**src/rtl/byte_window_fifo.sv**
```systemverilog
// Byte-granular width converter: IN_BYTES-wide beats in, sliding WIN_BYTES window out, advancing STRIDE per pop.
// Latency: a pushed byte is readable right after its write edge (one extra cycle with BYTE_WINDOW_FIFO_OUT_REG_EN).
// Backpressure: in_ready only when a full beat fits in registered count; out_data/out_valid hold while out_ready=0.
module byte_window_fifo #(
    parameter int BYTE_W      = 8,
    parameter int IN_BYTES    = 8,
    parameter int WIN_BYTES   = 3,
    parameter int STRIDE      = 1,
    parameter int DEPTH_BYTES = 16,
    localparam int CW         = $clog2(DEPTH_BYTES + 1),
    localparam int PW         = $clog2(DEPTH_BYTES)
) (
    input  logic                          clk,
    input  logic                          reset_n,
    input  logic                          flush,
    input  logic [IN_BYTES*BYTE_W-1:0]    in_data,
    input  logic                          in_valid,
    output logic                          in_ready,
    output logic [WIN_BYTES*BYTE_W-1:0]   out_data,
    output logic                          out_valid,
    input  logic                          out_ready,
    output logic [CW-1:0]                 count
);

    logic [BYTE_W-1:0]            mem [DEPTH_BYTES];
    logic [PW-1:0]                wp;
    logic [PW-1:0]                rp;
    logic [WIN_BYTES*BYTE_W-1:0]  rd_win;
    logic                         have_win;
    logic                         push;
    logic                         st_pop;

    // Offsets never exceed DEPTH_BYTES, so one conditional subtract wraps correctly.
    function automatic logic [PW-1:0] wrap(input logic [PW-1:0] base, input int off);
        int s;
        s = int'(base) + off;
        if (s >= DEPTH_BYTES) s = s - DEPTH_BYTES;
        return PW'(s);
    endfunction

    assign in_ready = (count <= CW'(DEPTH_BYTES - IN_BYTES));
    assign have_win = (count >= CW'(WIN_BYTES));
    assign push     = in_valid & in_ready;

    always_comb begin
        rd_win = '0;
        for (int k = 0; k < WIN_BYTES; k++) begin
            rd_win[k*BYTE_W +: BYTE_W] = mem[wrap(rp, k)];
        end
    end

    always_ff @(posedge clk) begin
        if (!reset_n) begin
            for (int i = 0; i < DEPTH_BYTES; i++) mem[i] <= '0;
            wp    <= '0;
            rp    <= '0;
            count <= '0;
        end else if (flush) begin
            wp    <= '0;
            rp    <= '0;
            count <= '0;
        end else begin
            if (push) begin
                for (int k = 0; k < IN_BYTES; k++) begin
                    mem[wrap(wp, k)] <= in_data[k*BYTE_W +: BYTE_W];
                end
                wp <= wrap(wp, IN_BYTES);
            end
            if (st_pop) rp <= wrap(rp, STRIDE);
            count <= count + (push ? CW'(IN_BYTES) : CW'(0)) - (st_pop ? CW'(STRIDE) : CW'(0));
        end
    end

`ifdef BYTE_WINDOW_FIFO_OUT_REG_EN
    logic                         ore_vld;
    logic [WIN_BYTES*BYTE_W-1:0]  ore_dat;

    // The register refills from the store whenever it is empty or draining this cycle.
    assign st_pop = have_win & (~ore_vld | out_ready);

    always_ff @(posedge clk) begin
        if (!reset_n || flush) begin
            ore_vld <= 1'b0;
            ore_dat <= '0;
        end else if (st_pop) begin
            ore_vld <= 1'b1;
            ore_dat <= rd_win;
        end else if (out_ready) begin
            ore_vld <= 1'b0;
        end
    end

    assign out_valid = ore_vld;
    assign out_data  = ore_dat;
`else
    assign st_pop    = have_win & out_ready;
    assign out_valid = have_win;
    assign out_data  = rd_win;
`endif

endmodule
```
**config.mk**
```make
export PLATFORM = sky130hd
export DESIGN_NAME = byte_window_fifo
export DESIGN_NICKNAME = d
export VERILOG_FILES = /design/src/rtl/byte_window_fifo.sv
export SDC_FILE = /design/constraint.sdc
export NUM_CORES = 1
export LEC_CHECK = 0
export ABC_AREA = 1
export ABC_CLOCK_PERIOD_IN_PS = 3000
export BUFFER_PORTS_ARGS = -buffer_cell sky130_fd_sc_hd__clkbuf_2
export CORE_AREA = 5 5 187 189
export CTS_CLUSTER_DIAMETER = 150
export DETAILED_ROUTE_END_ITERATION = 12
export DIE_AREA = 0 0 192 194
export GPL_ROUTABILITY_DRIVEN = 0
export PLACE_DENSITY_LB_ADDON = 0.3
export SLEW_MARGIN = 20
export SYNTH_ARGS = -nofsm -noshare
export SYNTH_HDL_FRONTEND = slang
export SYNTH_SLANG_ARGS = --single-unit
```
**constraint.sdc**
```tcl
create_clock -name clk -period 3 [get_ports clk]
set_input_delay 0.6 -clock clk [delete_from_list [all_inputs] [get_ports clk]]
set_output_delay 0.6 -clock clk [all_outputs]
set_load 0.1 [all_outputs]
```
== Word-level counts from Yosys, hierarchy flattened ==
Memory sizes are Yosys's and may differ from the RTL's.
Index checks and enable logic that the tools add are counted.
Word-level totals
  flip-flop bits (word level): 13
  RAM bits: 128
  input bits: 69
  output and inout port bits: 31
  word-level logic and storage cells: 121
  memories kept: 1
Memory list
  mem: words 16, width 8, read ports 3, clocked after Yosys merged registers in 0, wr ports 16, RTL line 25  | logic [BYTE_W-1:0] mem [DEPTH_BYTES];
Operators by class
  $add $sub $neg: 24
  order comparisons: 14
  mux-type cells: 67
  bitwise operators: 3
  reductions and logical operators: 9
Operators with widths (count)
  two-way mux 4 bit: 45
  two-way mux 8 bit: 8
  OR reduction 8 bit: 8
  >= comparator 5 bit, second input constant: 10
  subtractor 4 x 1 -> 4 bit, second input constant: 12
  adder 4 x 3 -> 5 bit, second input constant: 4
  adder 4 x 2 -> 5 bit, second input constant: 3
  two-way mux 1 bit: 14
  adder 4 x 1 -> 5 bit, second input constant: 2
  >= comparator 4 x 5 -> 1 bit, second input constant: 2
  adder 4 x 4 -> 5 bit, second input constant: 1
  adder 5 x 4 -> 5 bit: 1
  >= comparator 5 x 2 -> 1 bit, second input constant: 1
  <= comparator 5 x 4 -> 1 bit, second input constant: 1
  subtractor 5 x 1 -> 5 bit: 1
  AND 1 bit: 2
  OR reduction 2 bit: 1
  NOT 1 bit: 1

== Longest topological paths before layout ==
  depth in word-level cells: 8
  gate-level depth with buffers: 11
  depth with buffers taken out: 11

== Worst setup path after synthesis ==
OpenSTA, ideal clock, no wires.
  kind: reg-to-reg
  from: register count[2]
  to: memory mem[10][0], enable pin
  library setup time: 0.690 ns
  data arrival time: 3.671 ns
  required time: 2.310 ns
  path slack: -1.361 ns
  cell stages (with the launch flop): 8
  buffers on the path: 2
  period minus slack after synthesis: 4.361 ns
  cells stage by stage: dfxtp_1 > inv_1 > nand4_1 > nand2_1 > nand4_1 > buf_2 > buf_2 > nand2_1
RTL lines
  start: declaration: RTL line 22  | output logic [CW-1:0] count
  start signal: assignment: RTL line 70  | count <= count + (push ? CW'(IN_BYTES) : CW'(0)) - (st_pop ? CW'(STRIDE) : CW'(0));
  end: declaration: RTL line 25

==> summary.txt <==
Clock network
  – CTS buffer count: 17
  – CTS tree: built
  – Clk_lat worst skew: 0.45 ns
  – CTS H-tree lvls: 4
  – CTS sink cnt: 142
  – CTS Root Buffer Type: clkbuf_16
  – Bufs on Longest Clock Path: 2
  – Hold buffers post-CTS: 0
  – # Post-CTS Setup Buffers: 0
  – Worst-path clk slew: 0.07 ns

Floorplanning
  – Top Ports: 100
  – Starting density of the core: 29.46%
  – Cell row count: 67
  – CORE AREA: 0.03311 mm2
  – Die X: 192 um
  – DIE AREA: 0.03725 mm2
  – Die H: 194 um

Yosys
  – Net count after synthesis: 1,451
  – Syn_area_per_cell: 7.099 um2
  – Cells after Synth: 1,374
  – Sequential fraction of the synthesis area: 42.28%
  – Flops & latches, synth: 142
  – Post-Syn Area: 0.009754 mm2
  – Ys Warns: 0
  – Netlist cell types: 26

Global route
  – Largest net degree at the start of global routing: 93
  – Tot GR Track Use: 17.19%
  – Grt ovf: 0
  – Antenna violations before repair: 0
  – Number of global-route vias before repair: 9,092
  – First-pass GRT wire length: 49,800 um

Pwr
  – Seq pwr share: 23.0%
  – Sw power: 4.991 mW
  – Logic pwr share: 53.9%
  – P_leak: 5.569 nW
  – Clock power frac: 23.1%
  – Switching Share: 47.60%
  – VDD IR max: 0.9991 mV
  – Pint: 5.494 mW
  – PwrDens: 893.8 mW/mm2

Setup path
  – CP arrival: 2.26 ns
  – Startpoint types: flip-flop
  – CP max FO: 24
  – Kind of critical path: reg -> out
  – Crit. End Element: output pin
  – Reg-to-reg slack, setup: 0.68 ns
  – Critical Path RT: 2.40 ns

Flow run
  – Max cap viols: 0

Layout
  – Most frequent cells in the layout: nand2_1, nand3_1, inv_1, edfxtp_1, nor2_1
  – Share of layout cells above drive strength 1: 15.13%
  – Nets@finish: 1,511
  – Antenna cell count: 0
  – Commonest non-fill, non-tap cell in the layout: nand2_1
  – Area growth, synth to finish: 20.27%

STA
  – Hold WS: 0.4560 ns
  – Max Slew Vio Count: 0
  – RSZ-0062 raised after global routing: no
  – Post-layout min period: 2.859 ns
  – Measured slew at the worst slew-check pin: 0.8205 ns
  – Final setup vio count: 0
  – Max-slew headroom: 45.30%
  – Final hold violation count: 0
  – Setup TNS: 0 ns
  – Part of the cycle the worst path needs: 95.29%
  – Max Clock Skew: 0.01111 ns
  – F_max: 349.8 MHz

Drt
  – DR vias/cell: 4.866
  – DR vias: 9,222
  – Drt drc: 0
  – Antenna Nets Post-Route: 0
  – Total Routed Length: 31,920 um
  – Routed wire per std cell: 16.85 um
  – DRT Pass-1 Iters: 7
  – Starting DRC count in detailed routing: 1,054

Placement
  – Final HPWL DP: 21,170 um
  – Port Buffer Count: 99

Run status
  – Status: complete, no violations

Worst hold path
  – Hold WC Path Type: in -> reg
-- power by group through the flow --
stage	Combinational [mW]	Sequential, mW	Clock (mW)
floorplan	3.60	2.59	0
global placement	5.58	2.45	0
detailed placement	5.61	2.46	0
CTS	5.63	2.41	2.46
global route	6.00	2.43	2.54
finish	5.65	2.41	2.42
-- routing by layer --
layer,routed length [um],global-route usage (%),share of wire (%),vias to the layer above
li1,-,-,-,4452
met1,13280,22.37,42,4298
met2,15510,28.50,49,418
met3,2471,3.745,7.7,54
met4,669,5.388,2.1,0
met5,0,0,0,-
-- critical path: stages (launching register included) --
cell and delay [ns]:
dfxtp_2 0.33, inv_2 0.40, buf_4 0.33, nand2_1 0.08, nand3_1 0.08, nand3_1 0.12
nand3_1 0.11, nand2_1 0.15, buf_12 0.21
-- cell type report --
type	instances	area, um2
clock buffers	17	425.4
fillers	3502	21380
flip-flops and latches	142	4135
clock inverters	15	234.0
inverters	214	804.5
repair buffers	127	1177
well taps	448	560.5
multi-input cells	932	4394
-- registers in the layout, indices dropped and copies added, names as in the netlist, named ones only --
name / count
rp: 4
count: 5
wp: 1
mem: 128
-- cell families (layout without fill, tap and decap cells) --
logic type	Yosys count	after routing	share of synthesized area [%]
XOR/XNOR	5	5	0.6799
flip-flops	142	142	42.28
buffers and inverters	300	373	12.90
adder cells (fa/ha/maj)	8	8	1.103
AND/OR/NAND/NOR	915	915	42.80
AO/OA/AOI/OAI	4	4	0.2309
-- cells in the mapped netlist --
| cell | n | area (um2) |
|---|---|---|
| nand4_1 | 2 | 12.51 |
| a21oi_1 | 2 | 10.01 |
| buf_1 | 8 | 30.03 |
| nor2_2 | 2 | 12.51 |
| o21ai_0 | 1 | 5.000 |
| clkbuf_1 | 27 | 101.4 |
| xor2_2 | 2 | 32.53 |
| dfxtp_1 | 14 | 280.3 |
| nand3_2 | 1 | 10.01 |
| buf_6 | 1 | 11.26 |
| nor2_4 | 39 | 439.2 |
| fa_1 | 1 | 20.02 |
| ha_1 | 7 | 87.58 |
| nand3_1 | 342 | 1712 |
| nand2_1 | 423 | 1588 |
| buf_12 | 4 | 80.08 |
| xnor2_1 | 2 | 17.52 |
| edfxtp_1 | 128 | 3844 |
| buf_4 | 1 | 7.510 |
| inv_2 | 4 | 15.01 |
| a21boi_1 | 1 | 7.510 |
| nand3b_1 | 1 | 7.510 |
| nor2_1 | 105 | 394.1 |
| buf_2 | 45 | 225.2 |
| xnor2_2 | 1 | 16.27 |
| inv_1 | 210 | 788.3 |
-- timing repair --
action                                 4_1_cts  5_1_grt
gates resized for setup                      0        4
endpoints found under the hold margin        0        0
setup endpoints to repair                    0        9
-- metrics by stage --
step	area (um2)	total power, mW	cells	util, %	setup WS [ns]
final	11730	10.49	1895	35.43	0.1413
after global placement	11060	8.030	1863	33.40	0.5876
after global routing	11730	10.97	1895	35.43	0.002655
after CTS	11720	10.49	1895	35.39	0.1003
after detailed placement	11060	8.061	1863	33.40	0.5762
after floorplan	9776	6.197	1374	-	0.01353
-- final timing paths --
path | from | end | cells past startpoint
setup / recovery | flip-flop | out_data[6] | 8
hold / removal | in_data[32] | mem[4][0] | 3
setup reg to reg | count[2] | count[3] | 10
hold reg to reg | wp[3] | wp[3] | 2
Power figures use the tool's default switching activity.
